==> src/rtl/spi_bus_master_pkg.sv <==
// Shared types and constants for the SPI-to-register-bus bridge.
package spi_bm_pkg;

  typedef enum logic [2:0] {
    IDLE,
    HDR,
    WR_DATA,
    RD_WAIT,
    RD_DATA
  } spi_bm_state_t;

  // Idle read address; chosen to fall outside every BAR window
  localparam logic [15:0] PARK_ADDR   = 16'hFFFF;
  localparam int          WORD_BITS   = 16;
  localparam int          WR_FLAG_BIT = 0;
  localparam int          ERR_CNT_W   = 8;

  // Saturating increment for the abort counter
  function automatic logic [ERR_CNT_W-1:0] satInc(input logic [ERR_CNT_W-1:0] v);
    return (v == {ERR_CNT_W{1'b1}}) ? v : v + 1'b1;
  endfunction

endpackage

==> src/rtl/spi_bus_master_if.sv <==
// Internal register bus driven by the SPI bridge and shared by all BAR-decoded slaves.
interface spi_bus_master_if #(
  parameter int ADDR_W = 16,
  parameter int DATA_W = 16
);

  logic [ADDR_W-1:0] rdaddr;
  logic [ADDR_W-1:0] wraddr;
  logic [1:0]        be;
  logic              write;
  logic [DATA_W-1:0] wrdata;
  logic [DATA_W-1:0] rddata;

  modport master (
    output rdaddr, wraddr, be, write, wrdata,
    input  rddata
  );

  modport slave (
    input  rdaddr, wraddr, be, write, wrdata,
    output rddata
  );

endinterface

==> src/rtl/spi_bus_master_edge_sync.sv <==
// Brings one asynchronous SPI pin into the clk domain and flags its edges.
module spi_edge_sync #(
  parameter int   STAGES    = 2,
  parameter logic RESET_VAL = 1'b0
) (
  input  logic clk,
  input  logic aclr_n,
  input  logic async_i,
  output logic sync_o,
  output logic rise_o,
  output logic fall_o
);

  logic [STAGES-1:0] chain_q;
  logic              prev_q;

  // Synchronizer chain plus one flop holding the previous settled level for edge detection
  always_ff @(posedge clk or negedge aclr_n) begin
    if (!aclr_n) begin
      chain_q <= {STAGES{RESET_VAL}};
      prev_q  <= RESET_VAL;
    end else begin
      chain_q <= {chain_q[STAGES-2:0], async_i};
      prev_q  <= chain_q[STAGES-1];
    end
  end

  assign sync_o = chain_q[STAGES-1];
  assign rise_o = chain_q[STAGES-1] & ~prev_q;
  assign fall_o = ~chain_q[STAGES-1] & prev_q;

endmodule

==> src/rtl/spi_bus_master.sv <==
// SPI mode-0 slave towards the host MCU that masters the internal register bus.
// Frames are a header {addr[15:1], wr} followed by write words or prefetched read words.
// Optional feature macro: SPI_BM_STATUS_EN (status word {~nirq, 0, err_cnt} on miso during header).
module spi_bus_master #(
  parameter int              ADDR_W      = 16,
  parameter int              DATA_W      = 16,
  parameter int              RD_LAT      = 2,
  parameter int              SYNC_STAGES = 2,
  parameter logic [ADDR_W-1:0] PARK_ADDR = spi_bm_pkg::PARK_ADDR
) (
  input  logic                clk,
  input  logic                aclr_n,
  input  logic                sclk_i,
  input  logic                csn_i,
  input  logic                mosi_i,
  input  logic                nirq_i,
  output logic                miso_o,
  output logic                frame_err_o,
  spi_bus_master_if.master    bus
);

  import spi_bm_pkg::*;

  localparam logic [3:0]        LAST_BIT  = 4'(WORD_BITS - 1);
  localparam logic [ADDR_W-1:0] ADDR_STEP = ADDR_W'(2);

  logic sclkSync, sclkRise, sclkFall;
  logic csnSync, csnRise, csnFall;
  logic mosiSync, mosiRise, mosiFall;

  spi_edge_sync #(.STAGES(SYNC_STAGES), .RESET_VAL(1'b0)) uSclkSync (
    .clk(clk), .aclr_n(aclr_n), .async_i(sclk_i),
    .sync_o(sclkSync), .rise_o(sclkRise), .fall_o(sclkFall)
  );

  spi_edge_sync #(.STAGES(SYNC_STAGES), .RESET_VAL(1'b1)) uCsnSync (
    .clk(clk), .aclr_n(aclr_n), .async_i(csn_i),
    .sync_o(csnSync), .rise_o(csnRise), .fall_o(csnFall)
  );

  spi_edge_sync #(.STAGES(SYNC_STAGES), .RESET_VAL(1'b0)) uMosiSync (
    .clk(clk), .aclr_n(aclr_n), .async_i(mosi_i),
    .sync_o(mosiSync), .rise_o(mosiRise), .fall_o(mosiFall)
  );

  spi_bm_state_t     state_q;
  logic [3:0]        bitCnt_q;
  logic [3:0]        latCnt_q;
  logic [DATA_W-1:0] shiftIn_q;
  logic [DATA_W-1:0] shiftOut_q;
  logic [ADDR_W-1:0] addr_q;
  logic [ADDR_W-1:0] rdaddr_q;
  logic [ADDR_W-1:0] wraddr_q;
  logic [DATA_W-1:0] wrdata_q;
  logic [1:0]        be_q;
  logic              write_q;
  logic              miso_q;
  logic              frameErr_q;

  logic [DATA_W-1:0] wordIn_d;
  logic [ADDR_W-1:0] hdrAddr_d;
  logic [DATA_W-1:0] statusWord;
  logic              lastBit;
  logic              wrComplete;
  logic              abortErr;
  logic              unusedSync;

  assign unusedSync = ^{sclkSync, csnSync, mosiRise, mosiFall};

  assign wordIn_d   = {shiftIn_q[DATA_W-2:0], mosiSync};
  assign hdrAddr_d  = {wordIn_d[ADDR_W-1:1], 1'b0};
  assign lastBit    = sclkRise && (bitCnt_q == LAST_BIT);
  assign wrComplete = (state_q == WR_DATA) && lastBit;
  // A word finishing on the same clk as csn rise is complete, so it is not an abort
  assign abortErr   = csnRise && (state_q != IDLE) &&
                      ((state_q == HDR) || ((bitCnt_q != 4'd0) && !lastBit));

`ifdef SPI_BM_STATUS_EN
  logic [ERR_CNT_W-1:0] errCnt_q;

  // Saturating count of aborted frames, reported to the host in the status word
  always_ff @(posedge clk or negedge aclr_n) begin
    if (!aclr_n) begin
      errCnt_q <= '0;
    end else if (abortErr) begin
      errCnt_q <= satInc(errCnt_q);
    end
  end

  assign statusWord = {~nirq_i, {(DATA_W-1-ERR_CNT_W){1'b0}}, errCnt_q};
`else
  logic unusedNirq;
  assign unusedNirq = nirq_i;
  assign statusWord = '0;
`endif

  // Frame FSM: header decode, write strobes, read prefetch and miso shifting
  always_ff @(posedge clk or negedge aclr_n) begin
    if (!aclr_n) begin
      state_q    <= IDLE;
      bitCnt_q   <= '0;
      latCnt_q   <= '0;
      shiftIn_q  <= '0;
      shiftOut_q <= '0;
      addr_q     <= '0;
      rdaddr_q   <= PARK_ADDR;
      wraddr_q   <= '0;
      wrdata_q   <= '0;
      be_q       <= '0;
      write_q    <= 1'b0;
      miso_q     <= 1'b0;
      frameErr_q <= 1'b0;
    end else begin
      write_q    <= 1'b0;
      be_q       <= 2'b00;
      frameErr_q <= 1'b0;
      if (wrComplete) begin
        write_q  <= 1'b1;
        be_q     <= 2'b11;
        wraddr_q <= addr_q;
        wrdata_q <= wordIn_d;
        addr_q   <= addr_q + ADDR_STEP;
      end
      if (csnRise) begin
        frameErr_q <= abortErr;
        state_q    <= IDLE;
        rdaddr_q   <= PARK_ADDR;
        miso_q     <= 1'b0;
        shiftOut_q <= '0;
        bitCnt_q   <= '0;
      end else if (state_q == IDLE) begin
        if (csnFall) begin
          state_q    <= HDR;
          bitCnt_q   <= '0;
          miso_q     <= statusWord[DATA_W-1];
          shiftOut_q <= {statusWord[DATA_W-2:0], 1'b0};
        end
      end else begin
        if (sclkRise) begin
          bitCnt_q  <= bitCnt_q + 4'd1;
          shiftIn_q <= wordIn_d;
        end
        if (sclkFall) begin
          miso_q     <= shiftOut_q[DATA_W-1];
          shiftOut_q <= {shiftOut_q[DATA_W-2:0], 1'b0};
        end
        case (state_q)
          HDR: begin
            if (lastBit) begin
              addr_q <= hdrAddr_d;
              if (wordIn_d[WR_FLAG_BIT]) begin
                state_q <= WR_DATA;
              end else begin
                state_q  <= RD_WAIT;
                rdaddr_q <= hdrAddr_d;
                latCnt_q <= '0;
              end
            end
          end
          RD_WAIT: begin
            if (latCnt_q == 4'(RD_LAT)) begin
              shiftOut_q <= bus.rddata;
              addr_q     <= addr_q + ADDR_STEP;
              rdaddr_q   <= addr_q + ADDR_STEP;
              state_q    <= RD_DATA;
            end else begin
              latCnt_q <= latCnt_q + 4'd1;
            end
          end
          RD_DATA: begin
            if (lastBit) begin
              shiftOut_q <= bus.rddata;
              addr_q     <= addr_q + ADDR_STEP;
              rdaddr_q   <= addr_q + ADDR_STEP;
            end
          end
          default: begin
          end
        endcase
      end
    end
  end

  assign miso_o      = miso_q;
  assign frame_err_o = frameErr_q;
  assign bus.rdaddr  = rdaddr_q;
  assign bus.wraddr  = wraddr_q;
  assign bus.be      = be_q;
  assign bus.write   = write_q;
  assign bus.wrdata  = wrdata_q;

endmodule
==> src/flat_wrapper.sv <==
// flat-port wrapper written by rule: the top's interface ports become plain ports
module spi_bus_master_flat import spi_bm_pkg::*;
#(
  parameter int              ADDR_W      = 16,
  parameter int              DATA_W      = 16,
  parameter int              RD_LAT      = 2,
  parameter int              SYNC_STAGES = 2,
  parameter logic [ADDR_W-1:0] PARK_ADDR = spi_bm_pkg::PARK_ADDR
)
  (clk, aclr_n, sclk_i, csn_i, mosi_i, nirq_i, miso_o, frame_err_o, bus_rdaddr, bus_wraddr, bus_be, bus_write, bus_wrdata, bus_rddata);
  spi_bus_master_if #(.ADDR_W(ADDR_W), .DATA_W(DATA_W)) bus_i ();
  input  logic clk;
  input  logic aclr_n;
  input  logic sclk_i;
  input  logic csn_i;
  input  logic mosi_i;
  input  logic nirq_i;
  output logic miso_o;
  output logic frame_err_o;
  output wire logic [$bits(bus_i.rdaddr)-1:0] bus_rdaddr;
  output wire logic [$bits(bus_i.wraddr)-1:0] bus_wraddr;
  output wire logic [$bits(bus_i.be)-1:0] bus_be;
  output wire logic [$bits(bus_i.write)-1:0] bus_write;
  output wire logic [$bits(bus_i.wrdata)-1:0] bus_wrdata;
  input wire logic [$bits(bus_i.rddata)-1:0] bus_rddata;
  assign bus_rdaddr = bus_i.rdaddr;
  assign bus_wraddr = bus_i.wraddr;
  assign bus_be = bus_i.be;
  assign bus_write = bus_i.write;
  assign bus_wrdata = bus_i.wrdata;
  assign bus_i.rddata = bus_rddata;
  spi_bus_master #(.ADDR_W(ADDR_W), .DATA_W(DATA_W), .RD_LAT(RD_LAT), .SYNC_STAGES(SYNC_STAGES), .PARK_ADDR(PARK_ADDR)) u_core (.clk(clk), .aclr_n(aclr_n), .sclk_i(sclk_i), .csn_i(csn_i), .mosi_i(mosi_i), .nirq_i(nirq_i), .miso_o(miso_o), .frame_err_o(frame_err_o), .bus(bus_i));
endmodule
==> config.mk <==
export PLATFORM = sky130hd
export DESIGN_NAME = spi_bus_master_flat
export DESIGN_NICKNAME = d
export VERILOG_FILES = /design/src/rtl/spi_bus_master_pkg.sv /design/src/rtl/spi_bus_master_if.sv /design/src/rtl/spi_bus_master_edge_sync.sv /design/src/rtl/spi_bus_master.sv /design/src/flat_wrapper.sv
export SDC_FILE = /design/constraint.sdc
export NUM_CORES = 1
export LEC_CHECK = 0
export CORE_MARGIN = 2
export CORE_UTILIZATION = 45
export CTS_CLUSTER_DIAMETER = 200
export DETAILED_ROUTE_END_ITERATION = 7
export MAX_ROUTING_LAYER = met4
export PLACE_DENSITY = 0.75
export SYNTH_ARGS = -nofsm -noshare
export SYNTH_HDL_FRONTEND = slang
export SYNTH_HIERARCHICAL = 1
export SYNTH_SLANG_ARGS = --single-unit
==> constraint.sdc <==
create_clock -name clk -period 4.1 [get_ports clk]
set_input_delay 0.615 -clock clk [delete_from_list [all_inputs] [get_ports clk]]
set_output_delay 0.615 -clock clk [all_outputs]
set_load 0.01 [all_outputs]
==> flow_summary_export.csv <==
group,metric,value,unit
drt,drc,0,
grt,grtUsageTotal,21.0,%
drt,firstDrtPassIters,5,
die,io_pins,75,
synthesis,yosys_warnings,6,
clock_tree,clk_pin_slew_worst_paths,50,ps
placement,placedCellCount,786,
placement,gp_congestion,0.847,
placement,dp_slack,1240,ps
drt,drt_wl_total,13400,µm
timing,relSlewSlack,16.2,%
timing,max_freq,0.347,GHz
timing,finClkSkew,6.25,ps
placement,placed_area,6460,µm²
pwr,leakage,3.09,nW
pwr,p_per_area,424,nW/µm²
worst_setup_path,startpoint_type,"flop",
die,rows,41,
timing,finalSetupTns,0,ps
grt,grt_max_degree,58,
clock_tree,cts_tree,"built",
clock_tree,clock-root-buffer,"clkbuf_16",
worst_setup_path,crit_family,"simple AND/OR/NAND/NOR gates",
die,start_util,45.7,%
grt,grt_pass1_wl,21700,µm
clock_tree,numCtsBuffers,17,
timing,period_share,70.2,%
grt,grt_overflow,0,
placement,io_buffers,72,
clock_tree,clock_latency,410,ps
timing,slew_viol_final,0,
run_status,outcome,"complete, no violations",
grt,busiest_layer,"met2",
worst_setup_path,critPathBufInv,2,
timing,hold_ws,269,ps
worst_setup_path,cp.required,4410,ps
timing,setup_viol,0,
cells_and_area,fin_cells,818,
clock_tree,hold_buffers,0,
timing,period_needed,2880,ps
grt,grt_pass1_vias,4345,
grt,grt_util_met1,28.1,%
synthesis,syn_area_per_cell,9.84,µm²
die,die_h,117,µm
die,die_area,13600,µm²
worst_setup_path,path_class,"reg -> reg",
clock_tree,post_cts_buffers,0,
cells_and_area,nNetsFinal,660,
pwr,peakVddDrop,222,µV
worst_setup_path,cp.arrival,3190,ps
timing,tightest_slew,1250,ps
drt,drt-vias-per-instance,5.47,
placement,dp_hpwl,8800,µm
drt,first_iter_violations,361,
cells_and_area,n_antenna_cell,0,
die,coreArea,12500,µm²
die,dieWidth,117,µm
synthesis,synth_area,5720,µm²
worst_setup_path,cp_max_fo,44,
grt,use_met3,4.22,%
worst_setup_path,cpMaxStageDelayCell,"inv_2",
drt,ant_nets,0,
cells_and_area,drive_above_1_share,13.2,%
timing,hold_viol_final,0,
synthesis,syn-instance-count,582,
synthesis,synth_nets,609,
clock_tree,cts_resized,0,
drt,vias,4478,
job,maxCapViolations,0,
worst_setup_path,cpPeakStageDelay,530,ps
pwr,total_power,2.99,mW
grt,antenna_found_initial,0,
cells_and_area,final_area,7060,µm²
grt,met2_usage,32.5,%
clock_tree,clock_sinks,115,
clock_tree,htreeDepth,4,
timing,timing.final.ws_setup,1220,ps
drt,wl_per_cell,16.4,µm
worst_hold_path,hold_class,"in -> async",
timing,grt_setup_unrepaired,"no",
worst_setup_path,crit_chain,"nor2b_1 -> nand4_4 -> or3_1 -> buf_4 -> inv_2 -> nand2_1 -> xor2_1 -> o221ai_1",
clock_tree,cts_buffer_depth,2,
cells_and_area,area_delta_synth_final,23.4,%
worst_setup_path,endpoint_kind,"flop",
cells_and_area,fin_util,56.4,%
==> report_power, final <==
group	total, mW	internal [mW]	switching [mW]
combinational	0.247	0.122	0.126
clock	1.48	0.969	0.513
sequential	1.26	1.20	0.0576
==> worst register-to-register path, cell delays in order, from the launching register on <==
cell      delay [ps]
dfrtp_1          350
nor2b_1          450
nand4_4          250
or3_1            390
buf_4            290
inv_2            560
nand2_1          140
xor2_1           170
o221ai_1         190
==> placed cells by master, fill, tap and decap left out, types with 4 or more instances in the layout <==
master,instances
a211o_1,5
a21oi_1,25
a22o_1,17
a22oi_1,6
buf_4,6
clkbuf_16,17
clkdlybuf4s50_1,71
clkinv_2,4
clkinv_4,4
dfrtp_1,96
dfstp_2,19
ha_1,5
inv_1,4
mux2_2,15
mux2i_1,26
nand2_1,128
nand2b_1,9
nand3_1,26
nor2_1,28
nor2b_1,4
nor3_1,8
o21ai_0,26
o221ai_1,4
o22a_1,5
o22ai_1,5
o31ai_1,8
xnor2_1,10
xor2_1,7
==> layer usage <==
metal | vias up | part of all wire, %
li1 | 2144 | -
met1 | 2193 | 45
met2 | 133 | 49
met3 | 8 | 5.4
met4 | 0 | 0.77
met5 | - | 0
==> sequential cells by signal, indices dropped and copies added (netlist names), 3 cells and up <==
register / flops
u_core/bus.wrdata: 16
u_core/addr_q: 15
u_core/shiftOut_q: 16
u_core/latCnt_q: 4
u_core/shiftIn_q: 15
u_core/bus.wraddr: 15
u_core/state_q: 3
u_core/bitCnt_q: 4
u_core/bus.rdaddr: 16
==> cell type report <==
class,count,area [µm²]
multi-input combinational,417,2570
sequential,115,2900
tap,172,215
timing repair buffer,77,756
clock buffer,19,443
clock inverter,13,160
inverter,5,18.8
fill,1112,5450
==> worst paths after layout <==
kind	depth (start not counted)	to	slack [ps]	start
setup / recovery	8	u_core/addr_q[13]$_DFF_PN0_	1220	u_core/uSclkSync/chain_q[1]$_DFF_PN0_
hold reg to reg	0	u_core/uMosiSync/chain_q[1]$_DFF_PN0_	350	u_core/uMosiSync/chain_q[0]$_DFF_PN0_
hold / removal	1	u_core/uSclkSync/chain_q[0]$_DFF_PN0_	270	aclr_n
min in group clk	0	u_core/uMosiSync/chain_q[1]$_DFF_PN0_	350	u_core/uMosiSync/chain_q[0]$_DFF_PN0_
setup reg to reg	8	u_core/addr_q[13]$_DFF_PN0_	1220	u_core/uSclkSync/chain_q[1]$_DFF_PN0_
max in group asynchronous	2	u_core/bus.rdaddr[11]$_DFFE_PN1P_	2930	aclr_n
Power figures use the tool's default switching activity.
